$ cat config.mk
export PLATFORM = sky130hd
export DESIGN_NAME = mem_access_unit
export DESIGN_NICKNAME = d
export VERILOG_FILES = /design/src/rtl/rv32i_types.sv /design/src/rtl/load_extend.sv /design/src/rtl/mem_access_unit.sv
export SDC_FILE = /design/constraint.sdc
export NUM_CORES = 1
export LEC_CHECK = 0
export ABC_AREA = 1
export CORE_MARGIN = 10
export CORE_UTILIZATION = 30
export CTS_BUF_LIST = sky130_fd_sc_hd__clkbuf_4
export CTS_CLUSTER_SIZE = 30
export DETAILED_ROUTE_END_ITERATION = 8
export PLACE_DENSITY_LB_ADDON = 0.05
export SLEW_MARGIN = 15
export SYNTH_ARGS = -nofsm -noshare
export SYNTH_HDL_FRONTEND = slang
export SYNTH_HIERARCHICAL = 1
export SYNTH_SLANG_ARGS = --single-unit
$ cat constraint.sdc
create_clock -name clk -period 2.6 [get_ports clk]
set_clock_uncertainty 0.2 [all_clocks]
set_input_delay 0.26 -clock clk [delete_from_list [all_inputs] [get_ports clk]]
set_output_delay 0.26 -clock clk [all_outputs]
set_load 0.01 [all_outputs]
$ cat src/rtl/rv32i_types.sv
// Shared types and constants for the data-side load/store path.
//   lsu_state_t      : load/store unit FSM states
//   mdr_sel_t        : load format select codes (mdr_lw .. mdr_lbu)
//   be_byte/half/word: unshifted store byte-enable masks
//   lsu_misaligned() : alignment check for an incoming request
package rv32i_types;

  typedef enum logic [1:0] {
    IDLE   = 2'b00,
    ACCESS = 2'b01,
    FINISH = 2'b10
  } lsu_state_t;

  typedef logic [2:0] mdr_sel_t;

  localparam mdr_sel_t mdr_lw  = 3'b000;
  localparam mdr_sel_t mdr_lh  = 3'b001;
  localparam mdr_sel_t mdr_lhu = 3'b010;
  localparam mdr_sel_t mdr_lb  = 3'b011;
  localparam mdr_sel_t mdr_lbu = 3'b100;

  localparam logic [3:0] be_byte = 4'b0001;
  localparam logic [3:0] be_half = 4'b0011;
  localparam logic [3:0] be_word = 4'b1111;

  // Loads take their access size from the load format, stores from the byte mask.
  function automatic logic lsu_misaligned(input logic     is_read,
                                          input mdr_sel_t sel,
                                          input logic [3:0] be,
                                          input logic [1:0] offset);
    logic is_half;
    logic is_word;
    is_half = is_read ? ((sel == mdr_lh) || (sel == mdr_lhu)) : (be == be_half);
    is_word = is_read ? (sel == mdr_lw) : (be == be_word);
    return (is_half && offset[0]) || (is_word && (offset != 2'b00));
  endfunction

endpackage

$ cat src/rtl/load_extend.sv
// Combinational load data extractor.
//   dmem_rdata : raw memory word
//   offset     : byte offset of the access within the word
//   mdr_sel    : load format
//   ext_data   : selected lane, sign- or zero-extended to 32 bits
//   illegal    : mdr_sel is not one of the five defined load formats
module load_extend
  import rv32i_types::*;
(
  input  logic [31:0] dmem_rdata,
  input  logic [1:0]  offset,
  input  mdr_sel_t    mdr_sel,
  output logic [31:0] ext_data,
  output logic        illegal
);

  logic [7:0]  byte_lane;
  logic [15:0] half_lane;

  always_comb begin
    byte_lane = dmem_rdata[{offset, 3'b000} +: 8];
    half_lane = dmem_rdata[{offset[1], 4'b0000} +: 16];
    ext_data  = '0;
    illegal   = 1'b0;
    unique case (mdr_sel)
      mdr_lw:  ext_data = dmem_rdata;
      mdr_lh:  ext_data = {{16{half_lane[15]}}, half_lane};
      mdr_lhu: ext_data = {16'h0000, half_lane};
      mdr_lb:  ext_data = {{24{byte_lane[7]}}, byte_lane};
      mdr_lbu: ext_data = {24'h000000, byte_lane};
      default: illegal = 1'b1;
    endcase
  end

endmodule

$ cat src/rtl/mem_access_unit.sv
// Data-side load/store unit between the MEM stage and the data memory port.
// Runs one memory transaction per accepted request, lane-shifts store data and
// byte enables, extends load data, and rejects misaligned/illegal requests
// without issuing a memory strobe.
//   clk, rst (sync, active-high)
//   req_valid/req_read/req_write/mdr_sel/mem_byte_enable/addr/wdata : request
//   busy, done, err, rdata                                          : status/result
//   dmem_read/dmem_write/dmem_address/dmem_wdata/dmem_byte_enable   : memory request
//   dmem_resp/dmem_rdata                                            : memory response
module mem_access_unit
  import rv32i_types::*;
#(
  parameter int unsigned TIMEOUT = 255
) (
  input  logic        clk,
  input  logic        rst,
  input  logic        req_valid,
  input  logic        req_read,
  input  logic        req_write,
  input  logic [2:0]  mdr_sel,
  input  logic [3:0]  mem_byte_enable,
  input  logic [31:0] addr,
  input  logic [31:0] wdata,
  output logic        busy,
  output logic        done,
  output logic        err,
  output logic [31:0] rdata,
  output logic        dmem_read,
  output logic        dmem_write,
  output logic [31:0] dmem_address,
  output logic [31:0] dmem_wdata,
  output logic [3:0]  dmem_byte_enable,
  input  logic        dmem_resp,
  input  logic [31:0] dmem_rdata
);

  localparam int unsigned CntW = (TIMEOUT < 2) ? 1 : $clog2(TIMEOUT + 1);
  // Counter value in the last ACCESS cycle before a timeout fires.
  localparam logic [CntW-1:0] CntLast = CntW'(TIMEOUT - 1);

  lsu_state_t       state_q, state_d;
  logic [31:0]      addr_q, addr_d;
  logic [31:0]      wdata_q, wdata_d;
  mdr_sel_t         mdr_sel_q, mdr_sel_d;
  logic [3:0]       be_q, be_d;
  logic             read_q, read_d;
  logic             write_q, write_d;
  logic             err_q, err_d;
  logic [CntW-1:0]  cnt_q, cnt_d;
  logic [31:0]      rdata_q, rdata_d;

  logic [1:0]       offset;
  mdr_sel_t         ext_sel;
  logic [31:0]      ext_data;
  logic             ext_illegal;
  logic             req_misaligned;

  assign offset = addr_q[1:0];

  // In IDLE the extender only serves the legality check on the incoming format;
  // afterwards it works on the registered format.
  assign ext_sel = (state_q == IDLE) ? mdr_sel : mdr_sel_q;

  load_extend u_load_extend (
    .dmem_rdata (dmem_rdata),
    .offset     (offset),
    .mdr_sel    (ext_sel),
    .ext_data   (ext_data),
    .illegal    (ext_illegal)
  );

  assign req_misaligned = lsu_misaligned(req_read, mdr_sel, mem_byte_enable, addr[1:0]);

  always_comb begin
    state_d   = state_q;
    addr_d    = addr_q;
    wdata_d   = wdata_q;
    mdr_sel_d = mdr_sel_q;
    be_d      = be_q;
    read_d    = read_q;
    write_d   = write_q;
    err_d     = err_q;
    cnt_d     = cnt_q;
    rdata_d   = rdata_q;

    unique case (state_q)
      IDLE: begin
        // A request with neither flag set is not a memory op and is dropped.
        if (req_valid && (req_read || req_write)) begin
          addr_d    = addr;
          wdata_d   = wdata;
          mdr_sel_d = mdr_sel;
          be_d      = mem_byte_enable;
          read_d    = req_read;
          write_d   = req_write;
          cnt_d     = '0;
          if (req_read && req_write) begin
            state_d = FINISH;
            err_d   = 1'b1;
          end else if (req_misaligned || (req_read && ext_illegal)) begin
            state_d = FINISH;
            err_d   = 1'b1;
          end else begin
            state_d = ACCESS;
            err_d   = 1'b0;
          end
        end
      end
      ACCESS: begin
        cnt_d = cnt_q + 1'b1;
        // A response in the final cycle still counts as success.
        if (dmem_resp) begin
          state_d = FINISH;
          err_d   = 1'b0;
          if (read_q) begin
            rdata_d = ext_data;
          end
        end else if ((TIMEOUT != 0) && (cnt_q == CntLast)) begin
          state_d = FINISH;
          err_d   = 1'b1;
        end
      end
      FINISH: begin
        state_d = IDLE;
      end
      default: begin
        state_d = IDLE;
      end
    endcase
  end

  always_ff @(posedge clk) begin
    if (rst) begin
      state_q   <= IDLE;
      addr_q    <= '0;
      wdata_q   <= '0;
      mdr_sel_q <= mdr_lw;
      be_q      <= '0;
      read_q    <= 1'b0;
      write_q   <= 1'b0;
      err_q     <= 1'b0;
      cnt_q     <= '0;
      rdata_q   <= '0;
    end else begin
      state_q   <= state_d;
      addr_q    <= addr_d;
      wdata_q   <= wdata_d;
      mdr_sel_q <= mdr_sel_d;
      be_q      <= be_d;
      read_q    <= read_d;
      write_q   <= write_d;
      err_q     <= err_d;
      cnt_q     <= cnt_d;
      rdata_q   <= rdata_d;
    end
  end

  assign busy             = (state_q != IDLE);
  assign done             = (state_q == FINISH);
  assign err              = (state_q == FINISH) && err_q;
  assign rdata            = rdata_q;
  assign dmem_read        = (state_q == ACCESS) && read_q;
  assign dmem_write       = (state_q == ACCESS) && write_q;
  assign dmem_address     = {addr_q[31:2], 2'b00};
  assign dmem_wdata       = wdata_q << {offset, 3'b000};
  assign dmem_byte_enable = be_q << offset;

endmodule

# Word level (Yosys, flattened, before mapping)
# Cells that the tools add are included.
# Widths: inputs -> output; s select.
word_totals:
  in_bits: 109
  regBits: 116
  out_inout_bits: 105
  wordCells: 71
op_classes:
  add_sub_neg: 1
  reduce_logical: 24
  n_eq_ne: 13
  shift: 4
  muxes: 19
ops:
  columns: ["operator", "n"]
  rows:
  - ["$pmux 32 s5", 1]
  - ["$shiftx 32x6->16", 1]
  - ["$shiftx 32x6->8", 1]
  - ["$shl 32x5->32", 1]
  - ["$pmux 8 s2", 1]
  - ["$mux 2", 5]
  - ["$eq 3x2->1 const B", 3]
  - ["$add 8x1->8 const B", 1]
  - ["$eq 8x8->1 const B", 1]
  - ["$logic_and 1x1->1", 8]
  - ["$mux 1", 8]
  - ["$mux 8", 1]
  - ["$eq 3x1->1 const B", 2]
  - ["$logic_not 3->1", 2]
  - ["$reduce_and 2->1", 3]
  - ["$reduce_and 3->1", 2]
  - ["$reduce_bool 2->1", 3]
  - ["$reduce_or 5->1", 1]
  - ["$eq 4x2->1 const B", 1]
  - ["$eq 4x4->1 const B", 1]
  - ["$logic_or 1x1->1", 4]
  - ["$pmux 2 s2", 1]
  - ["$shl 4x2->4", 1]
  - ["$eq 3x3->1 const B", 1]
  - ["7 further kinds", 7]

# Depth between registers and ports, before layout
# Gate-level depths: netlist (run 1).
logic_depth:
  word_depth: 11
  mapped_depth: 11

# By module
# The synthesis (run 1) kept the hierarchy.
by_module_without_submodules:
  columns: ["module", "instances", "area_each_um2", "cells_each"]
  rows:
  - ["mem_access_unit", 1, 5118.7, 711]
  - ["load_extend", 1, 1001.0, 234]

# Worst setup path before layout (run 1)
# Ideal clock, no wire load.
synth_path:
  path_kind: "register -> register"
  start: "reg state_q[0]"
  end: "reg rdata_q[4], in the netlist rdata[4]"
  stages_incl_launch_ff: 11
  setup_time_ns: 0.116
  required_time_ns: 2.284
  period_less_slack_ns: 2.038
  path_buffers: 1
  arrival_time_ns: 1.722
  slack_ns: 0.562
  cell_sequence: "dfxtp_1 > nor2_4 > o21ai_0 > inv_1 > nand3_1 > nand2_1 > buf_4 > nand3_1 > nand3_1 > o21ai_0 > nor2_1"
synth_via:
  elab_chain_len: 4
  elab_cells_between_ends: 10
  classes_between: "eq/ne (5); mux (2); reduce/logical (3)"
synth_lines:
  columns: ["element", "line", "text"]
  rows:
  - ["from (decl)", "mem_access_unit.sv:41", "lsu_state_t state_q, state_d;"]
  - ["from (signal assigned)", "mem_access_unit.sv:145", "state_q <= state_d;"]
  - ["$logic_not 2->1 (*)", "mem_access_unit.sv:62", "assign ext_sel = (state_q == IDLE) ? mdr_sel : mdr_sel_q;"]
  - ["$mux 3 (*)", "mem_access_unit.sv:62", null]
  - ["named net ext_sel[0]", "mem_access_unit.sv:53", "mdr_sel_t ext_sel;"]
  - ["$eq 3x3->1 (tied with other cells)", "load_extend.sv:25", "unique case (mdr_sel)"]
  - ["$pmux 32 s5 (*)", "load_extend.sv:25", null]
  - ["named net ext_data[4]", "mem_access_unit.sv:54", "logic [31:0] ext_data;"]
  - ["to (signal assigned)", "mem_access_unit.sv:154", "rdata_q <= rdata_d;"]
  - ["to (decl)", "mem_access_unit.sv:50", "logic [31:0] rdata_q, rdata_d;"]
# Mark *: on every way through the listed nets, which the timed path passes. The rest lies on a longest branch.
# A chain may end at the register's enable or synchronous reset.

# Worst setup path in the final report (run 1)
layout_path:
  start: "reg addr_q[0]"
  end: "out dmem_wdata[15]"
layout_via:
  elab_chain_len: 1
layout_lines:
  columns: ["element", "line", "text"]
  rows:
  - ["from (decl)", "mem_access_unit.sv:42", "logic [31:0] addr_q, addr_d;"]
  - ["from (signal assigned)", "mem_access_unit.sv:146", "addr_q <= addr_d;"]
  - ["$shl 32x5->32", "mem_access_unit.sv:165", "assign dmem_wdata = wdata_q << {offset, 3'b000};"]
  - ["to (decl)", "mem_access_unit.sv:31", "output logic [31:0] dmem_wdata,"]
# No other way between the ends.

==> results.md, run 1 <==
- DIE WIDTH: 163 um
- Core ar.: 20,200 um2
- GR Util met3: 5.26%
- Crit path kind: reg -> out
- Power Dens Cells: 611 nW/um2
- Hold Path Class: in -> reg
- Hpwl dp: 15,200 um
- Clock slew at reported path FFs: 0.12 ns
- Outcome: complete, no violations
- Fillers: 2,206
- Vias in the first global route: 6,258
- Via count: 6,357
- Critical Path Max Stage Delay: 0.56 ns
- GRT busiest layer: met2
- Post-DP Area: 8270 um2
- CTS tree: done
- CTS H-tree depth: 4
- Tot Pwr: 5.23 mW
- Rel. slew slack: 64.3%
- Data required time at the worst endpoint: 2.14 ns
- Setup WS pre-CTS: -0.0601 ns
- Synth area leaders: dfxtp_1 38%, o21ai_0 12%, nor2_1 11%, nand2_1 9.5%, a21oi_1 5.7%
- Reg-to-reg critical path startpoint: state_q[0]
- WL/cell: 15.5 um
- Max Buffers Root-to-Sink: 2
- Vias/cell: 4.58
- Hold path startpoint: addr[30]
- Area occupied by multi-input gates: 2960 um2
- # Post-CTS Setup Buffers: 0
- Worst hold slack: 0.0910 ns
- Placer Congestion: 0.794
- Syn Area/Cell: 6.48 um2
- Global-route met2 utilization: 25.1%
- Clock Sinks: 116
- M1 GR Usage: 21.2%
- Initial Utilization: 30.3%
- Yosys cell types: 35
- Die Ht: 163 um
- Sequential cell area fraction in the yosys report: 37.9%
- Post-route ant nets: 0
- CP Capture Type: output pin
- Cts bufs inserted: 17
- Tmin final: 2.43 ns
- CP max FO: 20
- #FFs+latches synth: 116
- Final WL: 21,600 um
- Worst path bufs/invs: 2
- Register area: 2320 um2
- R2R Path End: rdata[3]
- Area delta synth->final: 39.9%
- First-pass GRT wire length: 34,700 um
- Critical Path Slowest Stage Cell: clkdlybuf4s50_1
- # rows: 52
- Drt first pass iters: 5
- CP delay by family, top: buffers and inverters
- Residual DRC: 0
- Final Util: 42.4%
- Synth Cell Area: 6120 um2
- # setup viols final: 0
- Final instance area: 8560 um2
- Number of warnings issued by yosys: 6
- Critical Path, Cell by Cell: buf_6, o21ai_0, nor2_1, clkdlybuf4s50_1
- # nets final: 1,216
- Final period util: 93.3%
- Fraction of layout cells with a size suffix above 1: 6.08%
- Final Max Tran Viols: 0
- Worst setup SP type: register
- Fmax: 412 MHz
- Maximum vdd ir drop: 0.278 mV
- Worst slew pin tran: 0.534 ns
- Die area: 26,500 um2
- Synth Instances: 945
- DRT iter0 DRCs: 387
- R2r setup slk: 0.40 ns
- CTS Hold Bufs: 0
- Root buffer cell: clkbuf_4
- Endpoints failing hold: 0
- Antenna violations before repair: 1
- Max_cap viols: 0
- Worst Hold Path Cells: 3
- Leading area contributor after synthesis: dfxtp_1
- IO Port Bufs: 211
- Arr. time, crit path: 1.97 ns
- Lkg Pwr: 3.65 nW
- Grt total ovfl: 0
- Clk_lat worst skew: 0.53 ns
- Setup slack after layout: 0.175 ns
- Top cell type's share of synthesized area: 37.9%
- RSZ-0062 raised after global routing: no
- Io pins: 214
- GRT Util Overall: 16.2%
- Commonest non-fill, non-tap cell in the layout: clkdlybuf4s50_1
- Most frequent cells in the layout: 193 x clkdlybuf4s50_1, 180 x nor2_1, 155 x nand2_1
- Pin count of the biggest net entering global routing: 57
- FF-to-FF path depth: 10
- Worst Hold End: addr_q[30]
-- registers in the layout, indices dropped and copies added, names as in the netlist --
signal,cells
rdata,32
state_q,2
be_q,4
mdr_sel_q,3
cnt_q,8
err_q,1
write_q,1
read_q,1
wdata_q,32
addr_q,32
-- cell type report --
| type | instances | area share (%) |
|---|---|---|
| clock buffer | 17 | 1.49 |
| sequential | 116 | 27.1 |
| timing repair buffer | 230 | 27.1 |
| multi-input combinational | 653 | 34.5 |
| clock inverter | 15 | 1.93 |
| tap | 270 | 3.95 |
| antenna | 1 | 0.0292 |
| inverter | 87 | 3.84 |
-- what timing repair did --
action                                  4_1_cts  5_1_grt
endpoints found under the setup margin       41       33
resized for setup                            18        6
cloned                                        0        0
hold endpoints to repair                      0        0
-- routing by layer --
metal / share of wire (%) / routed length (um) / vias up
li1: - / - / 3335
met4: 0.77 / 166 / 0
met3: 7.1 / 1530 / 12
met2: 45 / 9600 / 166
met1: 48 / 10300 / 2844
met5: 0 / 0 / -
-- logic make-up (layout without fill, tap and decap cells) --
kind of cell	Yosys count	count (layout)	share of synthesized area, %
and+or+nand+nor	421	421	28.6
other	1	3	0.0613
buffers and inverters	177	349	14.1
AOI/OAI and AO/OA	228	228	18.9
adders and majority gates	2	2	0.409
DFF	116	116	37.9
-- where the power goes --
group | internal (mW) | total, mW | switching (mW)
clock | 0.655 | 1.41 | 0.750
combinational | 0.790 | 1.79 | 1.00
sequential | 1.94 | 2.03 | 0.0830
-- how the worst max path moves through the flow --
stage / start / depth (start not counted) / end
floorplan: state_q[0] / 10 / rdata[4]
global placement: mdr_sel[0] / 9 / rdata[20]
detailed placement: state_q[0] / 8 / rdata[30]
CTS: addr_q[0] / 6 / dmem_wdata[25]
global route: addr_q[0] / 4 / dmem_wdata[14]
finish: addr_q[0] / 4 / dmem_wdata[15]
-- through the flow --
step	TNS [ns]	cells
6_report	0	1389
5_1_grt	0	1389
4_1_cts	0	1388
3_5_place_dp	-0.984	1356
3_3_place_gp	-0.0759	1356
2_1_floorplan	0	946
-- worst reg2reg max path: stages (launching register included) --
cell and delay, ns:
dfxtp_1 0.38, nor2_4 0.22, nand2_1 0.08, o21ai_1 0.26, nor2_1 0.12, nand2_1 0.09, nand2_1 0.24, nand2_1 0.16
nand3_1 0.09, o21ai_0 0.21, nor2_1 0.06
-- synthesized netlist by cell type --
cell,instances
buf_4,36
inv_1,78
clkinv_1,2
nor2_4,2
ha_1,2
o21ai_1,9
nor2_1,180
or2_2,2
buf_2,22
a21oi_1,70
o22ai_1,1
nand2_2,2
conb_1,1
nand2_1,155
a41oi_1,1
a211oi_1,1
clkbuf_2,2
inv_4,1
nand2_4,1
nor2_8,1
o31ai_1,2
clkbuf_1,26
o21ai_0,143
inv_2,6
nor3_2,1
nand3_1,67
buf_6,4
nand4_1,2
nand3_2,1
o211ai_1,1
dfxtp_1,116
and2_1,1
nor3_1,4
nand3b_1,1
nand4_2,1
(Power assumes the default switching activity.)
==> run 2: changes to the inputs <==
--- a/config.mk
+++ b/config.mk
@@ -6,13 +6,14 @@
 export NUM_CORES = 1
 export LEC_CHECK = 0
 export ABC_AREA = 1
+export CAP_MARGIN = 40
 export CORE_MARGIN = 10
 export CORE_UTILIZATION = 30
 export CTS_BUF_LIST = sky130_fd_sc_hd__clkbuf_4
 export CTS_CLUSTER_SIZE = 30
 export DETAILED_ROUTE_END_ITERATION = 8
 export PLACE_DENSITY_LB_ADDON = 0.05
-export SLEW_MARGIN = 15
+export SKIP_CTS_REPAIR_TIMING = 1
 export SYNTH_ARGS = -nofsm -noshare
 export SYNTH_HDL_FRONTEND = slang
 export SYNTH_HIERARCHICAL = 1
==> run 2 against run 1 <==
- global-route usage is the same
- die area is the same
- setup slack gained 0.0039 ns
- non-clock buffer count grew 1
- sequential share of layout area shrank 0.20 points
- sequential cell count is the same
- total power grew 0.39%
- sequential power is essentially flat
- clock power is essentially flat
- register-to-register slack is essentially flat
- core utilization grew 0.32 points
- fmax grew 0.16%
- critical path type unchanged
==> results.md, run 2 (synthesis gave the netlist of run 1 again) <==
- Outcome: complete, no violations (unchanged)
- Post-DP Area: 8270 um2 (unchanged)
- Residual DRC: 0 (unchanged)
- Final Util: 42.8% (was 42.4%)
- Worst setup path startpoint: addr_q[0] (unchanged)
- Io pins: 214 (unchanged)
- # rows: 52 (unchanged)
- Most frequent cells in the layout: 193 x clkdlybuf4s50_1, 180 x nor2_1, 155 x nand2_1 (unchanged)
- CP Capture Type: output pin (unchanged)
- # setup viols final: 0 (unchanged)
- IO Port Bufs: 211 (unchanged)
- WL/cell: 15.5 um (about the same)
- Commonest non-fill, non-tap cell in the layout: clkdlybuf4s50_1 (unchanged)
- DIE WIDTH: 163 um (unchanged)
- Area occupied by multi-input gates: 2950 um2 (was 2960 um2)
- Reg-to-reg critical path startpoint: state_q[0] (unchanged)
- Maximum vdd ir drop: 0.273 mV (was 0.278 mV)
- Pin count of the biggest net entering global routing: 57 (unchanged)
- # nets final: 1,217 (was 1,216)
- Hold path startpoint: addr[30] (unchanged)
- Worst setup SP type: register (unchanged)
- Worst slew pin tran: 0.519 ns (was 0.534 ns)
- Cts bufs inserted: 17 (unchanged)
- Power Dens Cells: 608 nW/um2 (was 611 nW/um2)
- Rel. slew slack: 65.3% (was 64.3%)
- CTS H-tree depth: 4 (unchanged)
- CP max FO: 20 (unchanged)
- Drt first pass iters: 5 (unchanged)
- Area delta synth->final: 41.0% (was 39.9%)
- Final Max Tran Viols: 0 (unchanged)
- Data required time at the worst endpoint: 2.14 ns (about the same)
- GRT Util Overall: 16.2% (unchanged)
- Hold Path Class: in -> reg (unchanged)
- Initial Utilization: 30.3% (unchanged)
- Fmax: 413 MHz (was 412 MHz)
- DRT iter0 DRCs: 372 (was 387)
- Arr. time, crit path: 1.96 ns (was 1.97 ns)
- Clock slew at reported path FFs: 0.12 ns (about the same)
- Fillers: 2,192 (was 2,206)
- Placer Congestion: 0.794 (unchanged)
- Final period util: 93.1% (was 93.3%)
- Endpoints failing hold: 0 (unchanged)
- Tmin final: 2.42 ns (was 2.43 ns)
- Root buffer cell: clkbuf_4 (unchanged)
- Antenna violations before repair: 1 (unchanged)
- Crit path kind: reg -> out (unchanged)
- Die Ht: 163 um (unchanged)
- Die area: 26,500 um2 (unchanged)
- Clk_lat worst skew: 0.53 ns (about the same)
- Grt total ovfl: 0 (unchanged)
- Vias/cell: 4.56 (was 4.58)
- First-pass GRT wire length: 34,700 um (unchanged)
- Clock Sinks: 116 (unchanged)
- Via count: 6,333 (was 6,357)
- Hpwl dp: 15,200 um (unchanged)
- Lkg Pwr: 3.83 nW (was 3.65 nW)
- Post-route ant nets: 0 (unchanged)
- Final WL: 21,500 um (was 21,600 um)
- Fraction of layout cells with a size suffix above 1: 6.08% (about the same)
- Core ar.: 20,200 um2 (unchanged)
- Setup TNS: 0 ns (unchanged)
- RSZ-0062 raised after global routing: no (unchanged)
- Register area: 2320 um2 (unchanged)
- CTS tree: done (unchanged)
- Final instance area: 8630 um2 (was 8560 um2)
- Max Buffers Root-to-Sink: 2 (unchanged)
- Max_cap viols: 0 (unchanged)
- Vias in the first global route: 6,258 (unchanged)
run 2: area by class of cell:
cell class / count / share of cell area, %
multi-input cells: 653 / 34.2
well taps: 270 / 3.92
clock buffers: 17 / 1.48
flip-flops and latches: 116 / 26.9
repair buffers: 231 / 27.7
clock inverters: 15 / 1.91
inverters: 87 / 3.81
diodes: 1 / 0.0290
run 2: worst max-delay path, cell delays in order (launching register included):
cell and delay [ns]:
dfxtp_1 0.40, buf_6 0.21, o21ai_0 0.13, nor2_1 0.15, clkdlybuf4s50_1 0.56
run 2: layer usage:
layer	vias to the layer above	wire length (um)	global-route usage [%]
li1	3334	-	-
met3	10	1430	5.26
met5	-	0	0
met4	0	110	3.85
met1	2824	10200	21.2
met2	165	9790	25.1
run 2: stage by stage:
stage	power [mW]	cells	worst slack, ns	hold slack [ns]
after floorplan	3.12	946	0.562	0.129
after global placement	3.92	1356	-0.0133	0.242
after detailed placement	3.92	1356	-0.0601	0.242
after CTS	5.36	1388	-0.120	0.0361
after global routing	5.65	1390	0.0341	0.0595
final	5.25	1390	0.179	0.0946
run 2: path summary, 6_finish.rpt:
| check | to | slack, ns | cells past startpoint |
|---|---|---|---|
| min | addr_q[30] | 0.09 | 3 |
| max | dmem_wdata[15] | 0.18 | 4 |
| max reg2reg | rdata[3] | 0.40 | 9 |
| min reg2reg | mdr_sel_q[2] | 0.26 | 2 |
run 2: where the power goes:
part           internal, mW  total [mW]  leakage, nW  switching [mW]
Combinational         0.819        1.82         2.73            1.00
Clock                 0.655        1.40        0.151           0.745
Sequential             1.94        2.03        0.951          0.0834
Total                  3.42        5.25         3.83            1.83
==> run 3: changes to the inputs <==
--- a/config.mk
+++ b/config.mk
@@ -12,6 +12,9 @@
 export CTS_BUF_LIST = sky130_fd_sc_hd__clkbuf_4
 export CTS_CLUSTER_SIZE = 30
 export DETAILED_ROUTE_END_ITERATION = 8
+export GPL_ROUTABILITY_DRIVEN = 0
+export HOLD_SLACK_MARGIN = 0.12
+export MAX_ROUTING_LAYER = met4
 export PLACE_DENSITY_LB_ADDON = 0.05
 export SKIP_CTS_REPAIR_TIMING = 1
 export SYNTH_ARGS = -nofsm -noshare
==> run 3 against run 2 <==
- via count increased by 3.0%
- setup slack worse by 0.00097 ns
- register-to-register slack better by 0.03 ns
- first-iteration DRC count fell by 8.9%
- critical endpoint unchanged
- total power grew 1.1%
- wire length up 1.7%
- core utilization increased by 2.1 points
- clock-buffer cell count unchanged
- cell area up 4.9%
==> results.md, run 3 (synthesis gave the netlist of run 1 again) <==
- Outcome: complete, no violations (unchanged)
- R2r setup slk: 0.43 ns (was 0.40 ns)
- Post-route ant nets: 0 (unchanged)
- CP max FO: 20 (unchanged)
- Drt first pass iters: 5 (unchanged)
- DRT iter0 DRCs: 339 (was 372)
- Area delta synth->final: 47.8% (was 41.0%)
- Tot Pwr: 5.30 mW (was 5.25 mW)
- Grt total ovfl: 0 (unchanged)
- Placed Cells incl. Taps: 1,356 (unchanged)
- First-pass GRT wire length: 34,600 um (was 34,700 um)
- Clock Sinks: 116 (unchanged)
- CP Capture Type: output pin (unchanged)
- Crit path kind: reg -> out (unchanged)
- CTS tree: done (unchanged)
- Io pins: 214 (unchanged)
- Via count: 6,520 (was 6,333)
- Vias in the first global route: 6,258 (unchanged)
- R2R Path End: rdata[3] (unchanged)
- Final non-filler cell total: 1,432 (was 1,390)
- Clk_lat worst skew: 0.53 ns (about the same)
- Worst setup path startpoint: addr_q[0] (unchanged)
- # setup viols final: 0 (unchanged)
- WL/cell: 15.3 um (was 15.5 um)
- Vias/cell: 4.55 (was 4.56)
- IO Port Bufs: 211 (unchanged)
- FF-to-FF path depth: 9 (unchanged)
- Pin count of the biggest net entering global routing: 57 (unchanged)
- Die Ht: 163 um (unchanged)
- Hpwl dp: 15,200 um (unchanged)
- Register area: 2320 um2 (unchanged)
- Maximum vdd ir drop: 0.275 mV (was 0.273 mV)
- Endpoints failing hold: 0 (unchanged)
- Final WL: 21,900 um (was 21,500 um)
- GRT Util Overall: 16.6% (was 16.2%)
- Data required time at the worst endpoint: 2.14 ns (about the same)
- # nets final: 1,259 (was 1,217)
- Power Dens Cells: 586 nW/um2 (was 608 nW/um2)
- Lkg Pwr: 4.01 nW (was 3.83 nW)
- Worst slew pin tran: 0.532 ns (was 0.519 ns)
- # rows: 52 (unchanged)
- Tmin final: 2.42 ns (about the same)
- Final Max Tran Viols: 0 (unchanged)
- Antenna violations before repair: 1 (unchanged)
- Fmax: 413 MHz (about the same)
- CTS H-tree depth: 4 (unchanged)
- Fillers: 2,165 (was 2,192)
- Rel. slew slack: 64.5% (was 65.3%)
- Max_cap viols: 0 (unchanged)
- Residual DRC: 0 (unchanged)
- Die area: 26,500 um2 (unchanged)
- Arr. time, crit path: 1.96 ns (about the same)
- Worst hold slack: 0.120 ns (was 0.0946 ns)
- Final period util: 93.2% (was 93.1%)
- DIE WIDTH: 163 um (unchanged)
- Area occupied by multi-input gates: 2950 um2 (unchanged)
- Initial Utilization: 30.3% (unchanged)
- Worst setup SP type: register (unchanged)
- Fraction of layout cells with a size suffix above 1: 5.86% (was 6.08%)
- Hold Path Class: in -> reg (unchanged)
- Most frequent cells in the layout: 193 x clkdlybuf4s50_1, 180 x nor2_1, 155 x nand2_1 (unchanged)
- Clock slew at reported path FFs: 0.10 ns (was 0.12 ns)
- Max Buffers Root-to-Sink: 2 (unchanged)
- RSZ-0062 raised after global routing: no (unchanged)
- Reg-to-reg critical path startpoint: state_q[0] (unchanged)
- Commonest non-fill, non-tap cell in the layout: clkdlybuf4s50_1 (unchanged)
- Worst Setup EP: dmem_wdata[15] (unchanged)
- Root buffer cell: clkbuf_4 (unchanged)
- Core ar.: 20,200 um2 (unchanged)
- Cts bufs inserted: 17 (unchanged)
-- run 3: final cells by class --
type / count / share of cell area [%]
Multi-Input combinational cell: 653 / 32.6
Clock inverter: 15 / 1.83
Tap cell: 270 / 3.73
Sequential cell: 116 / 25.7
Timing Repair Buffer: 273 / 31.0
Clock buffer: 17 / 1.41
Antenna cell: 1 / 0.0277
Inverter: 87 / 3.64
-- run 3: metrics by stage --
stage,setup WS (ns),setup TNS [ns],area (um2),util (%)
2_1_floorplan,0.562,0,6120,-
3_3_place_gp,-0.0133,-0.0759,8270,41.0
3_5_place_dp,-0.0601,-0.984,8270,41.0
4_1_cts,-0.120,-3.01,8560,42.4
5_1_grt,0.0341,0,9050,44.9
6_report,0.178,0,9050,44.9
-- run 3: worst max-delay path: stages (launching register included) --
cell and delay, ns:
dfxtp_1 0.40, buf_6 0.21, o21ai_0 0.13, nor2_1 0.14, clkdlybuf4s50_1 0.56
-- run 3: report_power, final --
group          switching (mW)  internal, mW
Clock                   0.747         0.655
Sequential             0.0839          1.94
Combinational            1.01         0.861
Total                    1.84          3.46
-- run 3: worst min path at each step --
stage                 start            to  cells after the start
2_1_floorplan           rst      cnt_q[1]                      1
3_3_place_gp   mdr_sel_q[1]  mdr_sel_q[1]                      2
3_5_place_dp   mdr_sel_q[2]  mdr_sel_q[2]                      2
4_1_cts            addr[30]    addr_q[30]                      3
5_1_grt           wdata[20]   wdata_q[20]                      3
6_report          wdata[10]   wdata_q[10]                      3
-- run 3: metal layers --
| metal | vias to the layer above | global-route usage (%) | part of all wire (%) |
|---|---|---|---|
| met2 | 158 | 24.9 | 44 |
| met5 | - | - | 0 |
| met4 | 0 | 3.85 | 0.69 |
| met1 | 2933 | 22.0 | 49 |
| li1 | 3418 | - | - |
| met3 | 11 | 4.30 | 5.4 |
